## src/rtl/unary_stream_collector.sv

```systemverilog
// Deserialises a y/valid unary bit stream into an LSB-first word plus its ones count,
// handed off over valid/ready. Optional thermometer-code check: UNARY_COLLECT_THERM_CHECK_EN.
module unary_stream_collector #(
    parameter int unsigned INPUT_WIDTH = 16,
    parameter int unsigned COUNT_WIDTH = $clog2(INPUT_WIDTH + 1)
) (
    input  logic                   clk_i,
    input  logic                   rst_ni,
    input  logic                   start_i,
    input  logic                   stream_bit_i,
    input  logic                   stream_valid_i,
    output logic [INPUT_WIDTH-1:0] word_out_o,
    output logic [COUNT_WIDTH-1:0] ones_count_o,
    output logic                   out_valid_o,
    input  logic                   out_ready_i,
`ifdef UNARY_COLLECT_THERM_CHECK_EN
    output logic                   therm_err_o,
`endif
    output logic                   busy_o
);

    localparam int unsigned IdxW = (INPUT_WIDTH > 1) ? $clog2(INPUT_WIDTH) : 1;
    localparam logic [IdxW-1:0] LastIdx = IdxW'(INPUT_WIDTH - 1);

    typedef enum logic [1:0] {StIdle, StCollect, StDone} state_e;

    state_e                 state_q, state_d;
    logic [INPUT_WIDTH-1:0] word_q, word_d;
    logic [COUNT_WIDTH-1:0] count_q, count_d;
    logic [IdxW-1:0]        idx_q, idx_d;
    logic                   clear;

`ifdef UNARY_COLLECT_THERM_CHECK_EN
    logic seen_zero_q, seen_zero_d;
    logic therm_err_q, therm_err_d;
`endif

    always_comb begin
        state_d = state_q;
        word_d  = word_q;
        count_d = count_q;
        idx_d   = idx_q;
        clear   = 1'b0;
`ifdef UNARY_COLLECT_THERM_CHECK_EN
        seen_zero_d = seen_zero_q;
        therm_err_d = therm_err_q;
`endif
        unique case (state_q)
            StIdle: begin
                if (start_i) begin
                    state_d = StCollect;
                    clear   = 1'b1;
                end
            end
            StCollect: begin
                // A start in the same cycle as a stream bit discards the bit.
                if (start_i) begin
                    clear = 1'b1;
                end else if (stream_valid_i) begin
                    word_d[idx_q] = stream_bit_i;
                    count_d       = count_q + COUNT_WIDTH'(stream_bit_i);
                    idx_d         = idx_q + 1'b1;
`ifdef UNARY_COLLECT_THERM_CHECK_EN
                    if (stream_bit_i && seen_zero_q) therm_err_d = 1'b1;
                    if (!stream_bit_i) seen_zero_d = 1'b1;
`endif
                    if (idx_q == LastIdx) state_d = StDone;
                end
            end
            StDone: begin
                // Start is only honoured together with the handoff, so a result is never lost.
                if (out_ready_i) begin
                    if (start_i) begin
                        state_d = StCollect;
                        clear   = 1'b1;
                    end else begin
                        state_d = StIdle;
                    end
                end
            end
            default: state_d = StIdle;
        endcase

        if (clear) begin
            word_d  = '0;
            count_d = '0;
            idx_d   = '0;
`ifdef UNARY_COLLECT_THERM_CHECK_EN
            seen_zero_d = 1'b0;
            therm_err_d = 1'b0;
`endif
        end
    end

    always_ff @(posedge clk_i or negedge rst_ni) begin
        if (!rst_ni) begin
            state_q <= StIdle;
            word_q  <= '0;
            count_q <= '0;
            idx_q   <= '0;
        end else begin
            state_q <= state_d;
            word_q  <= word_d;
            count_q <= count_d;
            idx_q   <= idx_d;
        end
    end

`ifdef UNARY_COLLECT_THERM_CHECK_EN
    always_ff @(posedge clk_i or negedge rst_ni) begin
        if (!rst_ni) begin
            seen_zero_q <= 1'b0;
            therm_err_q <= 1'b0;
        end else begin
            seen_zero_q <= seen_zero_d;
            therm_err_q <= therm_err_d;
        end
    end

    assign therm_err_o = therm_err_q;
`endif

    assign word_out_o   = word_q;
    assign ones_count_o = count_q;
    assign out_valid_o  = (state_q == StDone);
    assign busy_o       = (state_q == StCollect);

endmodule

```

## config.mk

```make
export PLATFORM = sky130hd
export DESIGN_NAME = unary_stream_collector
export DESIGN_NICKNAME = d
export VERILOG_FILES = /design/src/rtl/unary_stream_collector.sv
export SDC_FILE = /design/constraint.sdc
export NUM_CORES = 1
export LEC_CHECK = 0
export CAP_MARGIN = 20
export CORE_ASPECT_RATIO = 1.5
export CORE_MARGIN = 2
export CORE_UTILIZATION = 30
export CTS_CLUSTER_SIZE = 10
export DETAILED_ROUTE_END_ITERATION = 12
export GPL_TIMING_DRIVEN = 0
export HOLD_SLACK_MARGIN = 0.03
export SLEW_MARGIN = 20
export SYNTH_ARGS = -nofsm -noshare
export SYNTH_HDL_FRONTEND = slang
export SYNTH_SLANG_ARGS = --single-unit
```

## constraint.sdc

```tcl
create_clock -name clk_i -period 3.1 [get_ports clk_i]
set_clock_uncertainty 0.15 [all_clocks]
set_input_delay 0.465 -clock clk_i [delete_from_list [all_inputs] [get_ports clk_i]]
set_output_delay 0.465 -clock clk_i [all_outputs]
set_load 0.01 [all_outputs]
```

==> out/summary.txt <==
gr usage total = 13.0%
buffer count from post-CTS setup fixing = 0
Initial Utilization = 31.5%
combined buffer and inverter count along the critical path = 1
Avg Cell Area, Syn = 10.5 um^2
clock network latency to the later pin of the worst-skew pair = 0.27 ns
critical path required time = 2.48 ns
Area contributors post-synth = sky130_fd_sc_hd__dfrtp_1 51%, sky130_fd_sc_hd__mux2i_1 9.7%, sky130_fd_sc_hd__nand3_1 6.0%
endpoint of the most critical setup path = busy_o
number of nets with antenna violations after routing = 0
final hold vios = 0
vias in the first global route = 1088
Routed WL per cell = 14.5 um
clock tree root driver cell = sky130_fd_sc_hd__clkbuf_8
top flip-flop cell by instance count after synthesis = sky130_fd_sc_hd__dfrtp_1
antenna violations before repair = 0
post-DR vias/cell = 5.12
RSZ-0062 raised after global routing = no
clock transition at the registers of the reported paths = 0.09 ns
cells resized by post-CTS repair = 0
drt pass-1 iters = 4
Final setup violation count = 0
kind of path behind the tightest hold check = primary input to async pin
slowest CP cell = sky130_fd_sc_hd__clkdlybuf4s50_1
post-synthesis cell type count = 28
transition at the pin with the smallest max-transition slack = 0.605 ns
number of flops mapped to enable cells by yosys = 0
pin count of the biggest net entering global routing = 28
net switching power = 0.000153 W
Inserted Diodes = 0
first-pass GRT wire length = 5130 um
critical path arrival = 1.56 ns
largest buffer count on any clock path = 2
Internal = 0.000472 W
final routed DRC violation total = 0
proportion of register bits with asynchronous set or reset after synthesis = 100%
minimum hold slack = 0.0401 ns
fin nets = 172
commonest cells in the netlist = 27 x sky130_fd_sc_hd__dfrtp_1, 17 x sky130_fd_sc_hd__nor2_1, 16 x sky130_fd_sc_hd__nand3_1
proportion of power drawn by combinational gates = 10.0%
fmax = 461 MHz
startpoint of the worst-slack reg-to-reg timing path = state_q[0]
global placer's final weighted congestion = 0.719
cell count along the critical path = 2
multiplexer fraction of the synthesized cell area = 10.6%
Inserted Clock Buffers = 3
fraction of synthesized cell area taken by the top area cell type = 50.5%
switching portion of total power = 24.5%
reg2reg setup slack = 1.51 ns
leading cell type by number of instances after synthesis = sky130_fd_sc_hd__dfrtp_1
Iter 0 DRT Violations = 26
post-synth top area cell = sky130_fd_sc_hd__dfrtp_1
horizontal die dimension = 58.5 um
cell breakdown of the critical path = and2b_1, clkdlybuf4s50_1
final count of pins violating max slew = 0
layout overhead on the synthesized area = 28.3%
Final TNS setup = 0 ns
biggest cell delay along the critical path = 0.58 ns
Placement Cell Area = 1670 um^2
Synth Area in XOR/XNOR = 1.96%
sequential share of the synthesized area = 50.5%
total detailed-routing wirelength = 2970 um
complex-gate fraction of the synthesized area = 7.95%
cell family contributing the most delay on the critical path = buffers and inverters
number of instances in the synthesized netlist = 127
portion of total power attributed to sequential cells = 58.0%
HPWL after detailed placement = 2260 um
power share of the clock group = 32.1%
dominant combinational cell family by area after synthesis = simple AND/OR/NAND/NOR gates
synthesis warning total = 0
fraction of layout instances using a drive strength above 1 = 6.92%
number of max-cap violations = 0
kind of end point of the critical path = primary output
critical path class = flip-flop to primary output
critical path startpoint = state_q[1]
layout filler cell count = 442
Post-Synthesis Net Count = 139
kind of start point of the critical path = flip-flop
area share of fa/ha/maj cells after synthesis = 5.61%
CTS sink cnt = 27
relative slew slack = 59.6%
final design instance area without fill = 1720 um^2
die extent in y = 85.8 um
Tcrit/Tclk final = 70.0%
Netlist Area Pre-Place = 1340 um^2
LEAKAGE = 0.820 nW
number of placement rows = 29
total global routing overflow = 0
IR Drop Worst-Case VDD = 0.335 mV
Final min period = 2.17 ns
H-Tree Depth = 1
register bit count reported by yosys = 27
outcome = complete, no violations
reg2reg path depth = 4
overall via count from detail_route = 1049
number of buffers inserted by port buffering = 28
Worst R2R End = word_out_o[12]
clock tree from TritonCTS = yes
quantity of hold-fixing buffers added after cts = 0
total power density per cell area = 364 nW/um^2
maximum fanout count along the critical path = 6
overall power after layout = 0.000626 W
area inside the core boundary = 4250 um^2
Die Footprint = 5020 um^2
basic-gate share of the synthesized area counting and, or, nand and nor cells = 19.6%
num ports = 29
state kept, by name, indices dropped and copies added, names as in the netlist:
register,flops
idx_q,4
ones_count_o,5
word_out_o,16
state_q,2
worst register-to-register path, delay by kind of cell, from the launching register on:
kind / cells / cell delay, ns
compound gates: 1 / 0.28
buf+inv: 1 / 0.38
flops: 1 / 0.41
simple gates: 2 / 0.25
worst min-delay path by stage:
stage / startpoint / endpoint / slack, ns / depth (start not counted)
floorplan: rst_ni / idx_q[0] / 0.02 / 0
global placement: word_out_o[13] / word_out_o[13] / 0.36 / 2
detailed placement: rst_ni / word_out_o[5] / 0.36 / 1
CTS: rst_ni / word_out_o[11] / 0.06 / 1
global route: rst_ni / word_out_o[7] / 0.07 / 1
finish: rst_ni / word_out_o[7] / 0.04 / 1
kinds of logic (layout without fill, tap and decap cells):
| logic type | Yosys count | after routing |
|---|---|---|
| simple gates | 50 | 50 |
| flops | 27 | 27 |
| compound gates | 16 | 16 |
| mux | 14 | 14 |
| buf+inv | 11 | 43 |
| fa+ha+maj | 6 | 6 |
| xor+xnor | 3 | 3 |
layer usage:
layer | share of wire (%) | track usage [%] | up-vias
met5 | 0 | 0 | -
met4 | 2.1 | 5.29 | 0
met3 | 2.9 | 2.11 | 6
met2 | 55 | 24.2 | 24
met1 | 40 | 14.0 | 510
li1 | - | - | 509
power by group through the flow:
| stage | Combinational [W] | Sequential (W) | Clock [W] |
|---|---|---|---|
| floorplan | 0.0000312 | 0.000370 | 0 |
| global placement | 0.0000622 | 0.000369 | 0 |
| detailed placement | 0.0000635 | 0.000370 | 0 |
| CTS | 0.0000638 | 0.000363 | 0.000206 |
| global route | 0.0000696 | 0.000364 | 0.000225 |
| finish | 0.0000623 | 0.000363 | 0.000201 |
metrics by stage:
stage,setup WS (ns),util [%],cells
6_report,0.930,40.4,205
5_1_grt,0.860,40.4,205
4_1_cts,0.929,40.4,205
3_5_place_dp,0.879,39.3,201
3_3_place_gp,0.938,39.5,201
2_1_floorplan,1.60,-,127
cell usage in the layout, fill, tap and decap left out, types with 2 or more instances in the layout:
| cell type | instances |
|---|---|
| sky130_fd_sc_hd__xor2_1 | 3 |
| sky130_fd_sc_hd__clkdlybuf4s50_1 | 27 |
| sky130_fd_sc_hd__buf_4 | 2 |
| sky130_fd_sc_hd__buf_2 | 3 |
| sky130_fd_sc_hd__inv_1 | 5 |
| sky130_fd_sc_hd__nor2_1 | 17 |
| sky130_fd_sc_hd__nand4_1 | 4 |
| sky130_fd_sc_hd__ha_1 | 6 |
| sky130_fd_sc_hd__dfrtp_1 | 27 |
| sky130_fd_sc_hd__clkbuf_8 | 3 |
| sky130_fd_sc_hd__a21oi_1 | 4 |
| sky130_fd_sc_hd__a21o_1 | 2 |
| sky130_fd_sc_hd__a22o_1 | 3 |
| sky130_fd_sc_hd__clkbuf_1 | 2 |
| sky130_fd_sc_hd__mux2i_1 | 13 |
| sky130_fd_sc_hd__nand2_1 | 2 |
| sky130_fd_sc_hd__nand3b_1 | 2 |
| sky130_fd_sc_hd__nor2b_1 | 3 |
| sky130_fd_sc_hd__o21ai_0 | 4 |
| sky130_fd_sc_hd__nand3_1 | 16 |
layout make-up:
cell class | instances | area, um^2 | area share, %
sequential | 27 | 676 | 39.4
multi-input combinational | 89 | 611 | 35.6
timing repair buffer | 28 | 275 | 16.0
tap | 46 | 57.6 | 3.35
clock buffer | 3 | 41.3 | 2.41
buffer | 6 | 32.5 | 1.90
inverter | 5 | 18.8 | 1.09
clock inverter | 1 | 5.00 | 0.292
(Power assumes the default switching activity.)
